File: config.mk
export PLATFORM = sky130hd
export DESIGN_NAME = spi_host_master
export DESIGN_NICKNAME = d
export VERILOG_FILES = /design/src/rtl/pcxt_spi_pkg.sv /design/src/rtl/spi_clk_tick.sv /design/src/rtl/spi_host_master.sv
export SDC_FILE = /design/constraint.sdc
export NUM_CORES = 1
export LEC_CHECK = 0
export CAP_MARGIN = 20
export CELL_PAD_IN_SITES_DETAIL_PLACEMENT = 2
export CELL_PAD_IN_SITES_GLOBAL_PLACEMENT = 2
export CORE_MARGIN = 8
export CORE_UTILIZATION = 37
export CTS_CLUSTER_SIZE = 25
export DETAILED_ROUTE_END_ITERATION = 10
export GPL_ROUTABILITY_DRIVEN = 0
export PLACE_DENSITY_LB_ADDON = 0.1
export SETUP_SLACK_MARGIN = 0.2
export SYNTH_ARGS = -nofsm -noshare
export SYNTH_HDL_FRONTEND = slang
export SYNTH_SLANG_ARGS = --single-unit
File: constraint.sdc
create_clock -name clk -period 2.7 [get_ports clk]
set_input_delay 0.27 -clock clk [delete_from_list [all_inputs] [get_ports clk]]
set_output_delay 0.27 -clock clk [all_outputs]
set_load 0.01 [all_outputs]
File: src/rtl/pcxt_spi_pkg.sv
// rtl/pcxt_spi_pkg.sv - shared types and constants for the SPI host master
package pcxt_spi_pkg;

    typedef enum logic [2:0] {
        ST_IDLE,
        ST_SETUP,
        ST_SHIFT,
        ST_CHAIN,
        ST_HOLD,
        ST_GAP
    } spi_state_t;

    localparam logic [1:0] SS_IDX_SS2 = 2'd0;
    localparam logic [1:0] SS_IDX_SS3 = 2'd1;
    localparam logic [1:0] SS_IDX_SS4 = 2'd2;

    localparam int BITS_PER_BYTE = 8;

    // Active-low one-hot select pattern {SS4,SS3,SS2}.
    function automatic logic [2:0] ss_decode_n(input logic [1:0] idx);
        case (idx)
            SS_IDX_SS3: ss_decode_n = 3'b101;
            SS_IDX_SS4: ss_decode_n = 3'b011;
            default:    ss_decode_n = 3'b110;
        endcase
    endfunction

endpackage

File: src/rtl/spi_clk_tick.sv
// rtl/spi_clk_tick.sv - SCK half-period timer, single-cycle tick every CLK_DIV cycles
module spi_clk_tick #(
    parameter int unsigned CLK_DIV = 2
) (
    input  logic clk,
    input  logic reset_n,
    input  logic restart,
    output logic tick
);

    logic [7:0] cnt_q, cnt_d;

    always_comb begin
        tick  = (cnt_q == 8'(CLK_DIV - 1));
        cnt_d = cnt_q + 8'd1;
        if (restart || tick) begin
            cnt_d = '0;
        end
    end

    always_ff @(posedge clk or negedge reset_n) begin
        if (!reset_n) begin
            cnt_q <= '0;
        end else begin
            cnt_q <= cnt_d;
        end
    end

endmodule

File: src/rtl/spi_host_master.sv
// rtl/spi_host_master.sv - mode-0 MSB-first SPI initiator with chained bytes on one select
module spi_host_master
    import pcxt_spi_pkg::*;
#(
    parameter int unsigned CLK_DIV = 2,
    parameter int unsigned GAP_CYC = 2
) (
    input  logic       clk,
    input  logic       reset_n,
    input  logic       req_valid,
    output logic       req_ready,
    input  logic [7:0] req_data,
    input  logic [1:0] req_ss,
    input  logic       req_last,
    output logic       rsp_valid,
    output logic [7:0] rsp_data,
    output logic       busy,
    output logic       spi_sck,
    output logic       spi_mosi,
    input  logic       spi_miso,
    output logic [2:0] spi_ss_n
);

    spi_state_t state_q, state_d;
    logic [1:0] sel_q, sel_d;
    logic       last_q, last_d;
    logic [7:0] tx_q, tx_d;
    logic [7:0] rx_q, rx_d;
    logic [7:0] rsp_data_q, rsp_data_d;
    logic [2:0] bit_cnt_q, bit_cnt_d;
    logic       done_q, done_d;
    logic [7:0] gap_cnt_q, gap_cnt_d;
    logic       sck_q, sck_d;
    logic       mosi_q, mosi_d;
    logic       ready_q, ready_d;
    logic       rsp_valid_q, rsp_valid_d;
    logic       busy_q, busy_d;
    logic [2:0] ss_n_q, ss_n_d;
    logic [1:0] req_idx;
    logic       take;
    logic       tick;
    logic       restart;

    assign req_idx = (req_ss == 2'd3) ? SS_IDX_SS2 : req_ss;
    assign restart = (state_d != state_q);

    spi_clk_tick #(
        .CLK_DIV(CLK_DIV)
    ) u_clk_tick (
        .clk    (clk),
        .reset_n(reset_n),
        .restart(restart),
        .tick   (tick)
    );

    always_comb begin
        state_d     = state_q;
        sel_d       = sel_q;
        last_d      = last_q;
        tx_d        = tx_q;
        rx_d        = rx_q;
        rsp_data_d  = rsp_data_q;
        bit_cnt_d   = bit_cnt_q;
        done_d      = done_q;
        gap_cnt_d   = gap_cnt_q;
        sck_d       = sck_q;
        mosi_d      = mosi_q;
        ss_n_d      = ss_n_q;
        rsp_valid_d = 1'b0;
        take        = 1'b0;

        case (state_q)
            ST_IDLE: begin
                if (req_valid && ready_q) begin
                    take    = 1'b1;
                    sel_d   = req_idx;
                    ss_n_d  = ss_decode_n(req_idx);
                    state_d = ST_SETUP;
                end
            end
            ST_SETUP: begin
                if (tick) begin
                    sck_d   = 1'b1;
                    rx_d    = {rx_q[6:0], spi_miso};
                    state_d = ST_SHIFT;
                end
            end
            ST_SHIFT: begin
                // A tick with SCK low either rises or, after the 8th fall, closes the byte.
                if (tick) begin
                    if (sck_q) begin
                        sck_d = 1'b0;
                        if (bit_cnt_q == 3'(BITS_PER_BYTE - 1)) begin
                            done_d = 1'b1;
                        end else begin
                            bit_cnt_d = bit_cnt_q + 3'd1;
                            tx_d      = {tx_q[6:0], 1'b0};
                            mosi_d    = tx_q[6];
                        end
                    end else if (done_q) begin
                        rsp_valid_d = 1'b1;
                        rsp_data_d  = rx_q;
                        state_d     = last_q ? ST_HOLD : ST_CHAIN;
                    end else begin
                        sck_d = 1'b1;
                        rx_d  = {rx_q[6:0], spi_miso};
                    end
                end
            end
            ST_CHAIN: begin
                if (req_valid && ready_q) begin
                    if (req_idx == sel_q) begin
                        take    = 1'b1;
                        state_d = ST_SHIFT;
                    end else begin
                        state_d = ST_HOLD;
                    end
                end
            end
            ST_HOLD: begin
                if (tick) begin
                    ss_n_d    = 3'b111;
                    mosi_d    = 1'b0;
                    gap_cnt_d = '0;
                    state_d   = ST_GAP;
                end
            end
            ST_GAP: begin
                gap_cnt_d = gap_cnt_q + 8'd1;
                if (gap_cnt_q == 8'(GAP_CYC - 1)) begin
                    state_d = ST_IDLE;
                end
            end
            default: begin
                state_d = ST_IDLE;
            end
        endcase

        if (take) begin
            tx_d      = req_data;
            last_d    = req_last;
            mosi_d    = req_data[7];
            bit_cnt_d = '0;
            done_d    = 1'b0;
        end

        ready_d = (state_d == ST_IDLE) || (state_d == ST_CHAIN);
        busy_d  = (state_d != ST_IDLE);
    end

    always_ff @(posedge clk or negedge reset_n) begin
        if (!reset_n) begin
            state_q     <= ST_IDLE;
            sel_q       <= SS_IDX_SS2;
            last_q      <= 1'b0;
            tx_q        <= '0;
            rx_q        <= '0;
            rsp_data_q  <= '0;
            bit_cnt_q   <= '0;
            done_q      <= 1'b0;
            gap_cnt_q   <= '0;
            sck_q       <= 1'b0;
            mosi_q      <= 1'b0;
            ready_q     <= 1'b0;
            rsp_valid_q <= 1'b0;
            busy_q      <= 1'b0;
            ss_n_q      <= 3'b111;
        end else begin
            state_q     <= state_d;
            sel_q       <= sel_d;
            last_q      <= last_d;
            tx_q        <= tx_d;
            rx_q        <= rx_d;
            rsp_data_q  <= rsp_data_d;
            bit_cnt_q   <= bit_cnt_d;
            done_q      <= done_d;
            gap_cnt_q   <= gap_cnt_d;
            sck_q       <= sck_d;
            mosi_q      <= mosi_d;
            ready_q     <= ready_d;
            rsp_valid_q <= rsp_valid_d;
            busy_q      <= busy_d;
            ss_n_q      <= ss_n_d;
        end
    end

    assign req_ready = ready_q;
    assign rsp_valid = rsp_valid_q;
    assign rsp_data  = rsp_data_q;
    assign busy      = busy_q;
    assign spi_sck   = sck_q;
    assign spi_mosi  = mosi_q;
    assign spi_ss_n  = ss_n_q;

endmodule

# --- After elaboration in Yosys (flattened, before gate mapping) ---
# Index checks and enable logic that the tools add are counted.
op_classes:
  n_addsub: 3
  multipliers: 0
  div: 0
  order_cmp: 0
  eq_ne: 25
  n_shift: 0
  n_mux: 58
  n_bitwise: 1
  n_reduce_logical: 23
op_table:
  columns: ["op", "n"]
  rows:
  - ["two-way mux 3 bit", 17]
  - ["two-way mux 8 bit", 6]
  - ["two-way mux 7 bit", 5]
  - ["one-hot mux 8 bit (2 select lines)", 2]
  - ["two-way mux 1 bit", 21]
  - ["one-hot mux 3 bit (6 select lines)", 1]
  - ["adder 8 x 1 -> 8 bit (second input constant)", 2]
  - ["equality test 8 x 1 -> 1 bit (second input constant)", 2]
  - ["!= test 2 bit (second input constant)", 7]
  - ["nonzero test 2 bit", 7]
  - ["!= test 3 bit (second input constant)", 4]
  - ["one-hot mux 3 bit (2 select lines)", 2]
  - ["AND reduction 4 bit", 3]
  - ["AND reduction 5 bit", 2]
  - ["equality test 3 x 2 -> 1 bit (second input constant)", 3]
  - ["equality test 3 bit (second input constant)", 3]
  - ["logical NOT 3 bit", 2]
  - ["one-hot mux 1 bit (2 select lines)", 3]
  - ["AND reduction 3 bit", 2]
  - ["nonzero test 3 bit", 2]
  - ["equality test 2 bit (second input constant)", 2]
  - ["AND reduction 2 bit", 2]
  - ["adder 3 x 1 -> 3 bit (second input constant)", 1]
  - ["equality test 3 x 1 -> 1 bit (second input constant)", 1]
  - ["other kinds (7)", 8]
totals:
  ff_bits: 57
  latch_bits: 0
  mem_bits_rw: 0
  rom_bits: 0
  in_bits: 15
  out_inout_bits: 16
  word_cells: 126
  n_memories: 0

# --- Depth between registers and ports, before layout ---
# Gate-level depths: netlist of the first run.
depth:
  word_depth: 9
  ltp_mapped: 8
  depth_no_buf: 7

# --- By module ---
# From an unflattened synthesis of the first run, not the netlist that was laid out.
unflattened:
  hier_cells: 243
  hier_area_um2: 2841.5
by_module_without_submodules:
  columns: ["mod", "instances", "cells_per_inst", "area_per_inst_um2"]
  rows:
  - ["spi_host_master", 1, 204, 2433.6]
  - ["spi_clk_tick", 1, 39, 407.9]

# --- Worst setup path before layout of the first run ---
# OpenSTA, ideal clock, no wires.
synth_timing:
  kind: "register to register"
  from: "reg u_clk_tick.cnt_q[1]"
  to: "reg u_clk_tick.cnt_q[2]"
  setup_ps: 133
  t_arrival_ps: 1770
  required_ps: 2567
  setup_slack_ps: 798
  stages_incl_launch_ff: 8
  n_path_buf: 0
  cell_sequence: "dfrtp_1 -> inv_1 -> ha_1 -> nor4b_4 -> nand2_4 -> a2111o_1 -> o31ai_4 -> nor2_1"
synth_between:
  elab_chain_len: 6
synth_lines:
  columns: ["item", "line_no", "source"]
  rows:
  - ["start: declaration", "spi_clk_tick.sv:11", "logic [7:0] cnt_q, cnt_d;"]
  - ["start signal: assignment", "spi_clk_tick.sv:25", "cnt_q <= cnt_d;"]
  - ["equality test 8 x 1 -> 1 bit", "spi_clk_tick.sv:14", "tick = (cnt_q == 8'(CLK_DIV - 1));"]
  - ["two-way mux 3 bit, on equally long branches", "spi_host_master.sv:121, spi_host_master.sv:82, spi_host_master.sv:90", null]
  - ["one-hot mux 3 bit (6 select lines)", "spi_host_master.sv:72", "case (state_q)"]
  - ["!= test 3 bit", "spi_host_master.sv:45", "assign restart = (state_d != state_q);"]
  - ["logical OR 1 bit", "spi_clk_tick.sv:16", "if (restart || tick) begin"]
  - ["two-way mux 8 bit (*)", "spi_clk_tick.sv:16", null]
  - ["net u_clk_tick.cnt_d[2]", "spi_clk_tick.sv:11", null]
# Mark *: on every way through the listed nets, which the timed path passes. The rest lies on a longest branch.
# A chain may end at the register's enable or synchronous reset.

# --- Worst setup path in the final report of the first run ---
layout_timing:
  from: "reg u_clk_tick.cnt_q[1]"
  to: "reg tx_q[3]"
layout_between:
  elab_chain_len: 3
layout_lines:
  columns: ["item", "line_no", "source"]
  rows:
  - ["equality test 8 x 1 -> 1 bit", "spi_clk_tick.sv:14", null]
  - ["nonzero test 2 bit (no line)", null, null]
  - ["AND reduction 4 bit (no line)", null, null]
  - ["end signal: assignment", "spi_host_master.sv:172", "tx_q <= tx_d;"]
  - ["end: declaration", "spi_host_master.sv:27", "logic [7:0] tx_q, tx_d;"]
# No other way between the ends.

==> flow_summary.json, run 1 <==
{
  "numCtsBuffers": 9,
  "die_w_um": 103,
  "cts_max_level": 3,
  "crit_arrival_ns": 2.50,
  "grt_overflow_total": 0,
  "synth-xor-area-share_pct": 3.13,
  "dp.cells": 374,
  "grt_pass1_wl_mm": 11.9,
  "pre_cts_ws_ns": 0.0669,
  "syn_to_final_growth_pct": 23.6,
  "antenna_left": 0,
  "r2r_setup_slack_ns": 0.42,
  "hp-class": "input port to register",
  "finalHoldViolCount": 0,
  "design.portCount": 31,
  "hpwlAfterDp_mm": 4.93,
  "grt_max_degree": 31,
  "status": "finished, final reports clean",
  "min_period_ns": 2.28,
  "cp.required_ns": 2.92,
  "fin_ws_ns": 0.424,
  "synth_edf_count": 0,
  "fp.coreArea_mm2": 0.00729,
  "synthesis.area_mm2": 0.00280,
  "synthAdderAreaFrac_pct": 4.48,
  "path_class": "register to register",
  "combinationalPowerShare_pct": 34.6,
  "start_kind": "register",
  "drv_slew": 0,
  "fp.dieH_um": 103,
  "post-route-drc-count": 0,
  "post_cts_buffers": 0,
  "diodes": 0,
  "vias": 2018,
  "ys.flop_type": "dfrtp_1",
  "crit_start": "u_clk_tick.cnt_q[1]",
  "critPathSlowestCell": "or4b_4",
  "slew_headroom_pct": 53.0,
  "ys_seq_elements": 57,
  "antenna_found_initial": 0,
  "clkLatencyLatePin_ns": 0.34,
  "async_flop_share_pct": 100,
  "worstHoldStart": "req_data[0]",
  "powerDensity_mw_per_mm2": 1000,
  "track_usage_pct": 14.7,
  "synth.top_cells.by_count": "dfrtp_1 (54), nand2_1 (28), nor2_1 (17), mux2_1 (16), o21ai_1 (15)",
  "yosys.area_share.simple_pct": 19.2,
  "drt_iter0_markers": 32,
  "synth_top_family_by_area": "simple AND/OR/NAND/NOR gates",
  "max_stage_delay_ns": 0.53,
  "crit_path_cell_trace": "inv_1 -> ha_1 -> or4b_4 -> nor2_4 -> nand2_1 -> mux2i_1 -> o21ai_1",
  "synth.area.top_cells": "dfrtp_1 (48%), mux2_1 (6.4%), ha_1 (4.5%), nand2_1 (3.8%), mux2i_1 (2.9%)",
  "avgViaCountPerCell": 5.16,
  "synth_mux_area_share_pct": 9.31,
  "fin_cells": 391,
  "drt_first_pass_iters": 3,
  "initial_core_util_pct": 38.3,
  "switching_share_pct": 36.1,
  "p_switching_mw": 1.25,
  "fin_nets": 312,
  "portBuffers": 30,
  "fin_crit_sh_pct": 84.3,
  "avgSynthCellArea_um2": 11.3,
  "ys_warn_count": 0,
  "clkPwrFrac_pct": 26.1,
  "seqPwrFrac_pct": 39.4,
  "clkSinkCount": 57,
  "ir_worst_vdd_uv": 423,
  "clk_pin_slew_worst_paths_ns": 0.07,
  "synth_top_area_share_pct": 48.3,
  "skew_ns": 0.00675,
  "yosysMostFrequentCell": "dfrtp_1",
  "cts.path.max_buffers": 2,
  "max_freq_mhz": 439,
  "setup_viol": 0,
  "worst_setup_path_end_kind": "register",
  "die_area_mm2": 0.0106,
  "row_count": 31,
  "wl_mm": 6.89,
  "maxCapViolCount": 0,
  "synthCells": 247,
  "worstMarginPinSlew_ns": 0.688,
  "worstReg2RegStart": "u_clk_tick.cnt_q[1]",
  "postSynthNetCount": 272,
  "cts_root_buf": "clkbuf_8",
  "drive_above_1_share_pct": 13.7,
  "rsz0062_at_grt": "false",
  "avgRoutedWirePerCell_um": 17.6,
  "synth_compound_area_share_pct": 10.3,
  "post-synth-top-area-cell": "dfrtp_1",
  "tritoncts": "yes",
  "yosysSeqAreaShare_pct": 51.2,
  "intPower_mw": 2.21,
  "critical_path.max_fanout": 11,
  "ys_types": 52,
  "fin_tns_setup_ns": 0,
  "grt_pass1_vias": 2310,
  "leakage_nw": 1.65,
  "total_power_mw": 3.46
}
## kinds of logic (layout without fill, tap and decap cells)
kind of cell    count (synthesis)  after routing
mux                            24             24
buf+inv                        16             61
compound gates                 38             38
simple gates                   92             92
flops                          57             57
fa+ha+maj                      10             10
xor+xnor                       10             10
## through the flow
stage / utilization [%] / hold slack, ns / cell area [um^2]
2_1_floorplan: - / -0.0256 / 2800
3_3_place_gp: 44.1 / 0.348 / 3220
3_5_place_dp: 44.1 / 0.358 / 3220
4_1_cts: 47.3 / 0.453 / 3450
5_1_grt: 47.4 / 0.477 / 3450
6_report: 47.4 / 0.464 / 3450
## what timing repair did
action	in CTS	in global routing
endpoints found under the hold margin	20	0
endpoints found under the setup margin	0	4
resized for setup	0	1
hold buffers	1	0
## power groups by stage
| stage | Sequential, mW | Combinational (mW) | Clock (mW) |
|---|---|---|---|
| 2_1_floorplan | 1.30 | 0.844 | 0 |
| 6_report | 1.36 | 1.19 | 0.901 |
| 5_1_grt | 1.40 | 1.34 | 0.966 |
| 3_5_place_dp | 1.37 | 1.19 | 0 |
| 4_1_cts | 1.36 | 1.21 | 0.924 |
| 3_3_place_gp | 1.36 | 1.15 | 0 |
## worst max-delay path: cells and delay by family, from the launching register on
kind            cells  cell delay, ns
simple gates        3            1.11
buf+inv             1            0.08
compound gates      1            0.08
mux                 1            0.29
flops               1            0.43
fa+ha+maj           1            0.18
## final timing paths
path | depth (start not counted) | to
worst max-delay path | 7 | tx_q[3]
worst min-delay path | 3 | tx_q[0]
worst max register to register | 7 | tx_q[3]
worst min register to register | 1 | rsp_data[6]
max in group asynchronous | 3 | spi_ss_n[1]
min in group asynchronous | 2 | rsp_data[7]
## sequential cells by signal, indices dropped and copies added, names as in the netlist
register	cells
spi_sck	1
u_clk_tick.cnt_q	8
state_q	3
tx_q	7
sel_q	2
busy	1
gap_cnt_q	8
rsp_valid	1
spi_ss_n	3
rx_q	8
bit_cnt_q	3
done_q	1
spi_mosi	1
req_ready	1
rsp_data	8
last_q	1
## final cells by class
| cell class | count | area [um^2] |
|---|---|---|
| Sequential cell | 57 | 1430 |
| Timing Repair Buffer | 36 | 343 |
| Multi-Input combinational cell | 174 | 1300 |
| Clock inverter | 4 | 76.3 |
| Tap cell | 99 | 124 |
| Fill cell | 765 | 3840 |
| Inverter | 9 | 33.8 |
| Clock buffer | 12 | 145 |
## layout by cell type (no fill, tap or decap), types with 5 or more instances in the layout
| master | n |
|---|---|
| dfrtp_1 | 54 |
| clkdlybuf4s50_1 | 29 |
| nand2_1 | 28 |
| nor2_1 | 17 |
| mux2_1 | 16 |
| o21ai_1 | 15 |
| nand3_1 | 14 |
| ha_1 | 10 |
| clkbuf_8 | 10 |
| inv_1 | 9 |
| mux2i_1 | 8 |
| xor2_1 | 7 |
| buf_4 | 5 |
## layer usage
| metal | vias up | part of all wire [%] | GRT usage, % |
|---|---|---|---|
| li1 | 957 | - | - |
| met1 | 1026 | 46 | 17.7 |
| met2 | 24 | 50 | 24.8 |
| met3 | 11 | 2.4 | 3.11 |
| met4 | 0 | 1.6 | 6.01 |
| met5 | - | 0 | 0 |
Note: power is estimated with default switching activity, not from simulation.
==> run 2: changes to the inputs <==
==> constraint.sdc (replaced) <==
create_clock -name clk -period 2.3 [get_ports clk]
set_input_delay 0.23 -clock clk [delete_from_list [all_inputs] [get_ports clk]]
set_output_delay 0.23 -clock clk [all_outputs]
set_load 0.01 [all_outputs]
==> run 2 against run 1 <==
Cell count grew 2.6%. Critical path depth is 2 lower. Sequential power up 15%. Power increased by 18%. Die area stayed put.
==> flow_summary.json, run 2 (synthesis results as in run 1) <==
{
  "finalHoldViolCount": 0,
  "drv_slew": 0,
  "dp.cells": 380,
  "grt_overflow_total": 0,
  "skew_ns": 0.0123,
  "clk_pin_slew_worst_paths_ns": 0.08,
  "fillCellCount": 794,
  "fin_nets": 322,
  "row_count": 31,
  "cp.required_ns": 2.53,
  "grt_pass1_vias": 2331,
  "design.portCount": 31,
  "clkLatencyLatePin_ns": 0.35,
  "drt_first_pass_iters": 4,
  "multiInputGateArea_mm2": 0.00135,
  "post-route-drc-count": 0,
  "avgRoutedWirePerCell_um": 17.7,
  "max_stage_delay_ns": 0.53,
  "wl_mm": 7.09,
  "final_common_cell": "dfrtp_1",
  "portBuffers": 30,
  "tritoncts": "yes",
  "critPathSlowestCell": "or3b_4",
  "rsz0062_at_grt": "true",
  "finish.utilization_pct": 48.9,
  "track_usage_pct": 15.1,
  "die_area_mm2": 0.0106,
  "fp.dieH_um": 103,
  "numCtsBuffers": 9,
  "setup_viol": 0,
  "start_kind": "register",
  "maxCapViolCount": 0,
  "grt_max_degree": 35,
  "initial_core_util_pct": 38.3,
  "slew_headroom_pct": 56.2,
  "fin_cells": 401,
  "powerDensity_mw_per_mm2": 1150,
  "grt_pass1_wl_mm": 12.1,
  "critical_path.max_fanout": 9,
  "layout_common_cells": "dfrtp_1 (53), clkdlybuf4s50_1 (29), nand2_1 (27), nor2_1 (17), mux2_1 (16)",
  "hpwlAfterDp_mm": 5.08,
  "ir_worst_vdd_uv": 450,
  "max_freq_mhz": 497,
  "worstMarginPinSlew_ns": 0.656,
  "status": "finished, final reports clean",
  "final_area_mm2": 0.00357,
  "worst_setup_path_end_kind": "register",
  "hold_ws_ns": 0.419,
  "drt_iter0_markers": 57,
  "fin_crit_sh_pct": 87.6,
  "antenna_left": 0,
  "place_area_mm2": 0.00329,
  "syn_to_final_growth_pct": 27.6,
  "hp-class": "input port to async pin",
  "path_class": "register to register",
  "crit_path_cell_trace": "or3b_4 -> nor3_1 -> nor2_1 -> nor2_8 -> mux2_1",
  "vias": 2086,
  "diodes": 0,
  "cts_root_buf": "clkbuf_8",
  "clkSinkCount": 57,
  "fp.coreArea_mm2": 0.00729,
  "cts_max_level": 3,
  "crit_arrival_ns": 2.25,
  "die_w_um": 103,
  "avgViaCountPerCell": 5.20,
  "cts.path.max_buffers": 2,
  "drive_above_1_share_pct": 18.9,
  "antenna_found_initial": 0,
  "ff_latch_area_mm2": 0.00143,
  "min_period_ns": 2.01,
  "leakage_nw": 1.72
}
## run 2: cell count changes in the layout (fill, tap and decap cells not counted), sizes merged
| cell | before | now |
|---|---|---|
| buf | 6 | 16 |
| inv | 9 | 13 |
| clkbuf | 12 | 9 |
| bufinv | 2 | 0 |
| clkinvlp | 1 | 2 |
## run 2: through the flow
step,TNS [ns],setup WS (ns),power (mW)
2_1_floorplan,0,0.398,2.52
3_3_place_gp,-0.803,-0.111,3.02
3_5_place_dp,-1.84,-0.220,3.10
4_1_cts,0,0.185,4.11
5_1_grt,0,0.206,4.38
6_report,0,0.286,4.08
## run 2: report_power, final
part	internal (mW)	switching, mW
registers	1.32	0.245
clock network	0.410	0.478
logic	0.764	0.869
total	2.49	1.59
## run 2: cell type report
| class | count | area share [%] |
|---|---|---|
| clock buffers | 9 | 3.47 |
| clock inverters | 7 | 1.72 |
| inverters | 9 | 0.947 |
| multi-input cells | 174 | 37.7 |
| flip-flops and latches | 57 | 40.1 |
| well taps | 99 | 3.47 |
| repair buffers | 46 | 12.5 |
## run 2: repair_timing
item | 4_1_cts | 5_1_grt
hold buffers | 1 | 0
resized for setup | 6 | 7
setup endpoints to repair | 18 | 34
pin swaps | 4 | 5
setup buffers | 4 | 0
endpoints found under the hold margin | 23 | 0
## run 2: critical path, delay by kind of cell, from the launching register on
kind / cells / cell delay (ns)
multiplexers: 1 / 0.35
AND/OR/NAND/NOR: 4 / 1.06
flip-flops: 1 / 0.50
## run 2: per-layer routing
metal	vias to the layer above	wire [um]	track usage (%)
met1	1079	3150	18.1
met4	0	55	4.45
li1	974	-	-
met2	29	3650	25.4
met3	4	241	4.73
met5	-	0	0
## run 2: final timing paths
| path | slack (ns) | depth (start not counted) | end | startpoint |
|---|---|---|---|---|
| worst max register to register | 0.29 | 5 | rx_q[3] | state_q[0] |
| min in group clk | 0.42 | 3 | tx_q[0] | req_data[0] |
| worst min-delay path | 0.42 | 2 | rx_q[5] | reset_n |
| worst min register to register | 0.49 | 1 | rsp_data[6] | rsp_data[6] |
| max in group asynchronous | 1.20 | 3 | spi_ss_n[0] | reset_n |
| worst max-delay path | 0.29 | 5 | rx_q[3] | state_q[0] |
